### config.mk
export PLATFORM = sky130hd
export DESIGN_NAME = vector_lsu
export DESIGN_NICKNAME = d
export VERILOG_FILES = /design/src/rtl/vector_lsu_pkg.sv /design/src/rtl/vector_lsu_lane_mux.sv /design/src/rtl/vector_lsu.sv
export SDC_FILE = /design/constraint.sdc
export NUM_CORES = 1
export LEC_CHECK = 0
export ABC_CLOCK_PERIOD_IN_PS = 2800
export CAP_MARGIN = 20
export CORE_MARGIN = 1
export CORE_UTILIZATION = 44
export CTS_CLUSTER_DIAMETER = 30
export DETAILED_ROUTE_END_ITERATION = 8
export HOLD_SLACK_MARGIN = 0.06
export PLACE_DENSITY = 0.78
export REMOVE_ABC_BUFFERS = 1
export SLEW_MARGIN = 10
export SYNTH_ARGS = -nofsm -noshare
export SYNTH_HDL_FRONTEND = slang
export SYNTH_SLANG_ARGS = --single-unit
### constraint.sdc
create_clock -name clock -period 2.8 [get_ports clock]
set_clock_uncertainty 0.15 [all_clocks]
set_input_delay 0.56 -clock clock [delete_from_list [all_inputs] [get_ports clock]]
set_output_delay 0.56 -clock clock [all_outputs]
set_load 0.02 [all_outputs]
### src/rtl/vector_lsu_pkg.sv
// Shared types and constants for the vector load/store sequencer.
package vector_lsu_pkg;

  localparam int VLEN        = 2;
  localparam int ELEN        = 32;
  localparam int DATA_WIDTH  = VLEN * ELEN;
  localparam int ADDR_WIDTH  = 32;
  localparam int STRB_WIDTH  = DATA_WIDTH / 8;
  localparam int LINE_BYTES  = 8;
  localparam int UNIT_STRIDE = 4;
  localparam int IDX_W       = (VLEN > 1) ? $clog2(VLEN) : 1;

  typedef enum logic [1:0] {
    ST_IDLE,
    ST_REQ,
    ST_WAIT,
    ST_RESP
  } state_t;

  typedef struct packed {
    logic                  store;
    logic                  strided;
    logic [ADDR_WIDTH-1:0] base;
    logic [ADDR_WIDTH-1:0] stride;
    logic [4:0]            vd;
    logic [DATA_WIDTH-1:0] wdata;
  } req_t;

  // Clears the byte-within-line bits so the address names a whole DTIM line.
  function automatic logic [ADDR_WIDTH-1:0] lineAlign(input logic [ADDR_WIDTH-1:0] addr);
    return addr & ~ADDR_WIDTH'(LINE_BYTES - 1);
  endfunction

endpackage

### src/rtl/vector_lsu_lane_mux.sv
// Per-element lane steering: picks the addressed 32-bit lane out of a line
// for loads, replicates a store element into both lanes and builds its strobe.
module vector_lsu_lane_mux
  import vector_lsu_pkg::*;
(
  input  logic                  i_lane,
  input  logic [ELEN-1:0]       i_elem,
  input  logic [DATA_WIDTH-1:0] i_line,
  output logic [DATA_WIDTH-1:0] o_wdata,
  output logic [STRB_WIDTH-1:0] o_wstrb,
  output logic [ELEN-1:0]       o_elem
);

  localparam int ELEM_BYTES = ELEN / 8;

  assign o_wdata = {VLEN{i_elem}};
  assign o_wstrb = i_lane ? {{ELEM_BYTES{1'b1}}, {ELEM_BYTES{1'b0}}}
                          : {{ELEM_BYTES{1'b0}}, {ELEM_BYTES{1'b1}}};
  assign o_elem  = i_lane ? i_line[2*ELEN-1:ELEN] : i_line[ELEN-1:0];

endmodule

### src/rtl/vector_lsu.sv
// Vector load/store sequencer: takes one vector memory op, issues either one
// full-line DTIM beat or one beat per element, and returns a single response.
module vector_lsu
  import vector_lsu_pkg::*;
(
  input  logic                  clock,
  input  logic                  reset,
  input  logic                  io_req_valid,
  output logic                  io_req_ready,
  input  logic                  io_req_bits_store,
  input  logic                  io_req_bits_strided,
  input  logic [ADDR_WIDTH-1:0] io_req_bits_base,
  input  logic [ADDR_WIDTH-1:0] io_req_bits_stride,
  input  logic [4:0]            io_req_bits_vd,
  input  logic [DATA_WIDTH-1:0] io_req_bits_wdata,
  output logic                  io_resp_valid,
  input  logic                  io_resp_ready,
  output logic [4:0]            io_resp_bits_vd,
  output logic                  io_resp_bits_store,
  output logic                  io_resp_bits_error,
  output logic [DATA_WIDTH-1:0] io_resp_bits_rdata,
  output logic                  io_mem_req_valid,
  input  logic                  io_mem_req_ready,
  output logic [ADDR_WIDTH-1:0] io_mem_req_bits_addr,
  output logic                  io_mem_req_bits_write,
  output logic [DATA_WIDTH-1:0] io_mem_req_bits_wdata,
  output logic [STRB_WIDTH-1:0] io_mem_req_bits_wstrb,
  input  logic                  io_mem_resp_valid,
  input  logic [DATA_WIDTH-1:0] io_mem_resp_bits_rdata,
  output logic                  io_busy
);

  state_t                r_state;
  state_t                w_next;
  req_t                  r_req;
  logic                  r_fast;
  logic                  r_error;
  logic [IDX_W-1:0]      r_idx;
  logic [ADDR_WIDTH-1:0] r_ea;
  logic [DATA_WIDTH-1:0] r_rdata;

  logic                  w_accept;
  logic                  w_misaligned;
  logic                  w_fast_in;
  logic                  w_capture;
  logic                  w_last;
  logic                  w_resp_fire;
  logic [ADDR_WIDTH-1:0] w_stride;
  logic [DATA_WIDTH-1:0] w_lane_wdata;
  logic [STRB_WIDTH-1:0] w_lane_wstrb;
  logic [ELEN-1:0]       w_lane_elem;

  assign w_accept     = io_req_valid && (r_state == ST_IDLE);
  assign w_misaligned = (io_req_bits_base[1:0] != 2'b00) ||
                        (io_req_bits_strided && (io_req_bits_stride[1:0] != 2'b00));
  assign w_fast_in    = !io_req_bits_strided && (io_req_bits_base[2:0] == 3'b000);
  assign w_capture    = (r_state == ST_WAIT) && io_mem_resp_valid;
  assign w_last       = r_fast || (r_idx == IDX_W'(VLEN - 1));
  assign w_resp_fire  = (r_state == ST_RESP) && io_resp_ready;
  assign w_stride     = r_req.strided ? r_req.stride : ADDR_WIDTH'(UNIT_STRIDE);

  vector_lsu_lane_mux u_lane_mux (
    .i_lane  (r_ea[2]),
    .i_elem  (r_req.wdata[r_idx*ELEN +: ELEN]),
    .i_line  (io_mem_resp_bits_rdata),
    .o_wdata (w_lane_wdata),
    .o_wstrb (w_lane_wstrb),
    .o_elem  (w_lane_elem)
  );

  // State register; reset drops any op in flight straight back to idle.
  always_ff @(posedge clock or negedge reset) begin
    if (!reset) r_state <= ST_IDLE;
    else        r_state <= w_next;
  end

  // Next-state and handshake outputs; a misaligned op skips memory entirely.
  always_comb begin
    w_next           = r_state;
    io_req_ready     = 1'b0;
    io_mem_req_valid = 1'b0;
    io_resp_valid    = 1'b0;
    io_busy          = 1'b1;
    unique case (r_state)
      ST_IDLE: begin
        io_req_ready = 1'b1;
        io_busy      = 1'b0;
        if (io_req_valid) w_next = w_misaligned ? ST_RESP : ST_REQ;
      end
      ST_REQ: begin
        io_mem_req_valid = 1'b1;
        if (io_mem_req_ready) w_next = ST_WAIT;
      end
      ST_WAIT: begin
        if (io_mem_resp_valid) w_next = w_last ? ST_RESP : ST_REQ;
      end
      ST_RESP: begin
        io_resp_valid = 1'b1;
        if (io_resp_ready) w_next = ST_IDLE;
      end
      default: w_next = ST_IDLE;
    endcase
  end

  // Request latch, element walk and load-data assembly.
  always_ff @(posedge clock or negedge reset) begin
    if (!reset) begin
      r_req   <= '0;
      r_fast  <= 1'b0;
      r_error <= 1'b0;
      r_idx   <= '0;
      r_ea    <= '0;
      r_rdata <= '0;
    end else begin
      if (w_accept) begin
        r_req.store   <= io_req_bits_store;
        r_req.strided <= io_req_bits_strided;
        r_req.base    <= io_req_bits_base;
        r_req.stride  <= io_req_bits_stride;
        r_req.vd      <= io_req_bits_vd;
        r_req.wdata   <= io_req_bits_wdata;
        r_fast        <= w_fast_in;
        r_error       <= w_misaligned;
        r_idx         <= '0;
        r_ea          <= io_req_bits_base;
        r_rdata       <= '0;
      end
      if (w_capture) begin
        if (!r_req.store) begin
          if (r_fast) r_rdata <= io_mem_resp_bits_rdata;
          else        r_rdata[r_idx*ELEN +: ELEN] <= w_lane_elem;
        end
        if (!w_last) begin
          r_idx <= r_idx + IDX_W'(1);
          r_ea  <= r_ea + w_stride;
        end
      end
      if (w_resp_fire) r_rdata <= '0;
    end
  end

  assign io_mem_req_bits_addr  = r_fast ? r_req.base : lineAlign(r_ea);
  assign io_mem_req_bits_write = r_req.store;
  assign io_mem_req_bits_wdata = r_fast ? r_req.wdata : w_lane_wdata;
  assign io_mem_req_bits_wstrb = !r_req.store ? '0 : (r_fast ? '1 : w_lane_wstrb);

  assign io_resp_bits_vd    = r_req.vd;
  assign io_resp_bits_store = r_req.store;
  assign io_resp_bits_error = r_error;
  assign io_resp_bits_rdata = r_rdata;

endmodule

== Word level (Yosys, flattened, before mapping) ==
Index checks and enable logic that the tools add are counted.

* Register bits: 236
* Input bits: 205
* Output and inout port bits: 180

* Add/subtract/negate cells: 3
* Equality and inequality tests: 7
* Shifts and indexed selects: 3
* Muxes and demuxes: 30
* Reductions and logical operators: 13

{| class="wikitable"
|+ Operators with widths
! kind !! count
|-
| two-way mux 64 bit || 6
|-
| two-way mux 32 bit || 6
|-
| bitwise mux 64 bit || 1
|-
| variable shift 32 x 34 -> 64 bit, first input constant || 1
|-
| variable part select 32 x 34 -> 64 bit || 1
|-
| variable part select 64 x 7 -> 32 bit || 1
|-
| negator 6 -> 34 bit || 1
|-
| adder 32 bit || 1
|-
| two-way mux 8 bit || 3
|-
| two-way mux 2 bit || 6
|-
| inequality test 2 bit, second input constant || 4
|-
| case mux 2 bit (4 select lines) || 1
|-
| two-way mux 1 bit || 7
|-
| logical AND 1 bit || 5
|-
| equality test 2 bit, second input constant || 2
|-
| AND reduction 4 bit || 1
|-
| nonzero test 2 bit || 2
|-
| logical NOT 3 bit || 1
|-
| equality test 2 x 1 -> 1 bit, second input constant || 1
|-
| logical NOT 2 bit || 1
|-
| logical OR 1 bit || 2
|-
| adder 1 bit, second input constant || 1
|-
| logical NOT 1 bit || 1
|}

== Longest topological paths before layout ==
* Depth after elaboration: 8
* Depth in mapped cells: 13
* Depth with buffers taken out: 12

== Cells and area by module ==
A second synthesis with hierarchy kept.

* Cell total of the unflattened synthesis: 1602
* Area total of the unflattened synthesis: 14336.2 µm²

{| class="wikitable"
|+ By module, submodules not included
! module !! times used !! cells an instance !! area each (µm²)
|-
| vector_lsu || 1 || 1494 || 13259.0
|-
| vector_lsu_lane_mux || 1 || 108 || 1077.3
|}

== Worst setup path after synthesis ==
OpenSTA, ideal clock, no wires.

* Kind: register to register
* Start: register r_req[133] in the netlist's numbering
* End: register r_ea[16]
* Library setup time: 150 ps
* Arrival: 2765 ps
* Data required time: 2500 ps
* Path slack: -264 ps
* Cell stages (with the launch flop): 14
* Cells stage by stage: dfrtp_1 > clkbuf_1 > and2_1 > ha_1 > fa_1 > a21o_1 > nand4_1 > a211oi_2 > or3b_1 > a21o_1 > a21oi_2 > o31a_1 > xor2_1 > a21oi_1

* Cells in the longest elaborated chain, start to end: 4

{| class="wikitable"
|+ Ends and longest elaborated chain
! element !! RTL line !! source
|-
| start, declared || vector_lsu.sv:35 || <nowiki>req_t r_req;</nowiki>
|-
| two-way mux 32 bit || vector_lsu.sv:60 || <nowiki>assign w_stride = r_req.strided ? r_req.stride : ADDR_WIDTH'(UNIT_STRIDE);</nowiki>
|-
| adder 32 bit || vector_lsu.sv:135 || <nowiki>r_ea <= r_ea + w_stride;</nowiki>
|-
| two-way mux 32 bit || vector_lsu.sv:133 || <nowiki>if (!w_last) begin</nowiki>
|-
| two-way mux 32 bit || vector_lsu.sv:128 || <nowiki>if (w_capture) begin</nowiki>
|-
| end signal, assigned || vector_lsu.sv:125 || <nowiki>r_ea <= io_req_bits_base;</nowiki>
|-
| end signal, assigned || vector_lsu.sv:135 ||
|-
| end, declared || vector_lsu.sv:39 || <nowiki>logic [ADDR_WIDTH-1:0] r_ea;</nowiki>
|}

No other way between the ends.
A chain may end at the register's enable or synchronous reset.

== Worst setup path after layout ==
Same ends and word-level chain as after synthesis.

==> reports/metrics.cfg <==
[logic_synthesis]
async_flop_share_pct = 100
syn_inst = 1539
synth.ff_latch_count = 236
syn_area_sq_um = 13300
syn-mean-instance-area_sq_um = 8.61
synth_seq_area_share_pct = 44.6
ys_types = 60
yosysTopAreaCellShare_pct = 44.6
synth_ff_type = dfrtp_1
synth_area_leader_cell = dfrtp_1
ys_warn_count = 0
synth-edff-count = 0
synthTopCellsByArea = dfrtp_1 (45%), nand2_1 (16%), mux2_2 (7.9%)

[route]
first_iter_violations = 1110
postRouteAntennaNets = 0
wl_per_cell_um = 19.6
routed_wl_um = 47300
route.detailed.drc = 0
drt-pass1-iter-count = 5
dr_total_vias = 13500
via_per_inst = 5.60

[cells_and_area]
multiInputGateArea_sq_um = 7190
final_cell_mix = nand2_1 (568), clkdlybuf4s50_1 (281), dfrtp_1 (233), buf_4 (85), mux2_2 (67)
n_antenna_cell = 0
layout_commonest_cell = nand2_1
final_nets = 2215
post_layout_nonfiller_instances = 2415
layout.area.seq_sq_um = 5910
final_core_utilization_pct = 69.9
final_layout_size_suffix_gt1_share_pct = 22.2
n_fill_cell = 2186
syn_to_final_growth_pct = 56.3

[run_status]
violations = negative setup slack
status = complete, but fails checks

[grt]
grt_start_max_net_pins = 97
overflow = 0
grtUsageTotal_pct = 29.9
grt_pass1_vias = 13500
antenna_found_initial = 0
grt_pass1_wl_um = 73300

[pwr]
power_leakage_nw = 10.0
peakVddDrop_mv = 0.927
power_density_nw_per_um2 = 1390

[place]
gp_congestion = 0.932
dp_hpwl_um = 29600
placed_cells = 2273
portBuffers = 384

[min_path]
hold_path.class = reg2reg

[floorplanning]
num_rows = 63
fp.dieH_um = 176
io_pins = 385
die-area_sq_um = 30800
core_sq_um = 29600
dieWidth_um = 176
initial_core_util_pct = 44.7

[timing]
finalCriticalPeriod_ns = 2.92
whs_ns = 0.317
setup_violations = 22
hold_violations = 0
fmax_mhz = 343
relSlewSlack_pct = 50.8
finalCritPeriodShare_pct = 104
rsz0062_at_grt = true
tightestPinTransition_ns = 0.738
finalWorstSetupSlack_ns = -0.116
timing.final.max_slew_violations = 0

[clock_network]
cts_root_buf = clkbuf_16
cts.sinks = 236
clk_path_buf_depth = 3
cts_tree = done
cts-htree-levels = 2
insertion_delay_ns = 0.57
clk_transition_reported_paths_ns = 0.05
numCtsBuffers = 58

[worst_setup_path]
worstSetupPathType = reg2reg
start_kind = flip-flop
crit_arrival_ns = 3.22
cp_max_fo = 4
crit_required_ns = 3.11
end_kind = flip-flop

[run]
cap_violations = 0

## synthesized netlist by cell type (all sizes together), types with 3 or more instances
library cell and count:
xor2 15, nor2b 3, and2 40, o22ai 64
xnor2 14, nand2b 3, a21o 17, nand3b 3
dfrtp 236, nand2 571, a21boi 3, and3 12
nand3 8, clkbuf 90, nor2 34, a221oi 65
o22a 32, o21a 4, inv 6, a31oi 25
o21ai 56, buf 40, nor3 6, nand4 4
mux2 93, a21oi 38, ha 31, o211ai 3
## critical path, cell delays in order, from the launching register on
cell,delay [ns]
dfrtp_2,0.44
and2_4,0.16
ha_4,0.16
fa_2,0.35
a21o_1,0.18
nand4_1,0.16
a211oi_4,0.11
or3b_4,0.39
a21o_1,0.17
a21oi_2,0.14
o31a_1,0.16
xor2_1,0.14
a21oi_1,0.09
## final cells by class
cell class / count / share of cell area, %
Multi-Input combinational cell: 1167 / 34.7
Sequential cell: 236 / 28.5
Timing Repair Buffer: 509 / 24.6
Clock buffer: 70 / 7.62
Tap cell: 390 / 2.36
Clock inverter: 37 / 2.11
Inverter: 6 / 0.109
## metal layers
metal / wire length (um) / track usage [%] / vias up
met5: 0 / 0 / -
met4: 1700 / 12.0 / 0
met3: 4050 / 8.05 / 126
met2: 22900 / 49.3 / 642
met1: 18600 / 37.3 / 6540
li1: - / - / 6212
## where the power goes
| part | leakage, nW | switching [mW] | internal, mW | total (mW) |
|---|---|---|---|---|
| registers | 2.98 | 1.17 | 4.97 | 6.14 |
| logic | 6.07 | 8.40 | 7.45 | 15.9 |
| clock network | 0.994 | 2.24 | 4.60 | 6.85 |
| total | 10.0 | 11.8 | 17.0 | 28.8 |
## kinds of logic after synthesis
group                    synth area share (%)
AO/OA/AOI/OAI                            16.8
XOR/XNOR                                 1.92
adder cells (fa/ha/maj)                  3.08
buffers and inverters                    4.43
flip-flops                               44.6
multiplexers                             7.90
AND/OR/NAND/NOR                          21.3
## sequential cells by signal (all words and copies together), names as in the netlist
signal	flops
r_req	129
io_resp_bits_rdata	64
r_ea	32
io_resp_bits_vd	5
r_state	2
io_mem_req_bits_write	1
io_resp_bits_error	1
r_fast	1
r_idx	1
## per-stage QoR
step / worst slack (ns) / power (mW) / area (sq um) / TNS [ns]
3_3_place_gp: -0.197 / 20.2 / 17900 / -1.32
2_1_floorplan: -2.05 / 14.3 / 12700 / -524.83
5_1_grt: -0.201 / 30.3 / 20700 / -3.55
3_5_place_dp: -0.247 / 20.5 / 17900 / -2.06
4_1_cts: -0.199 / 28.4 / 20500 / -4.82
6_report: -0.116 / 28.8 / 20700 / -0.716
## path summary, 6_finish.rpt
| path | cells after the start | startpoint | slack (ns) | to |
|---|---|---|---|---|
| setup / recovery | 12 | r_req[133] | -0.12 | r_ea[16] |
| hold / removal | 2 | r_req[108] | 0.32 | r_req[108] |
| setup reg to reg | 12 | r_req[133] | -0.12 | r_ea[16] |
| hold reg to reg | 2 | r_req[108] | 0.32 | r_req[108] |
| max in group asynchronous | 3 | reset | 1.30 | io_resp_bits_rdata[3] |
| min in group asynchronous | 2 | reset | 0.40 | r_ea[14] |
## repair_timing
action / in CTS / in global routing
endpoints found under the hold margin: 61 / 0
gates cloned: 6 / 1
hold buffers: 1 / 0
pin swaps: 34 / 22
resized for setup: 318 / 133
buffers inserted: 20 / 12
setup endpoints to repair: 116 / 104
No activity file was read; power rests on OpenSTA's default activity.
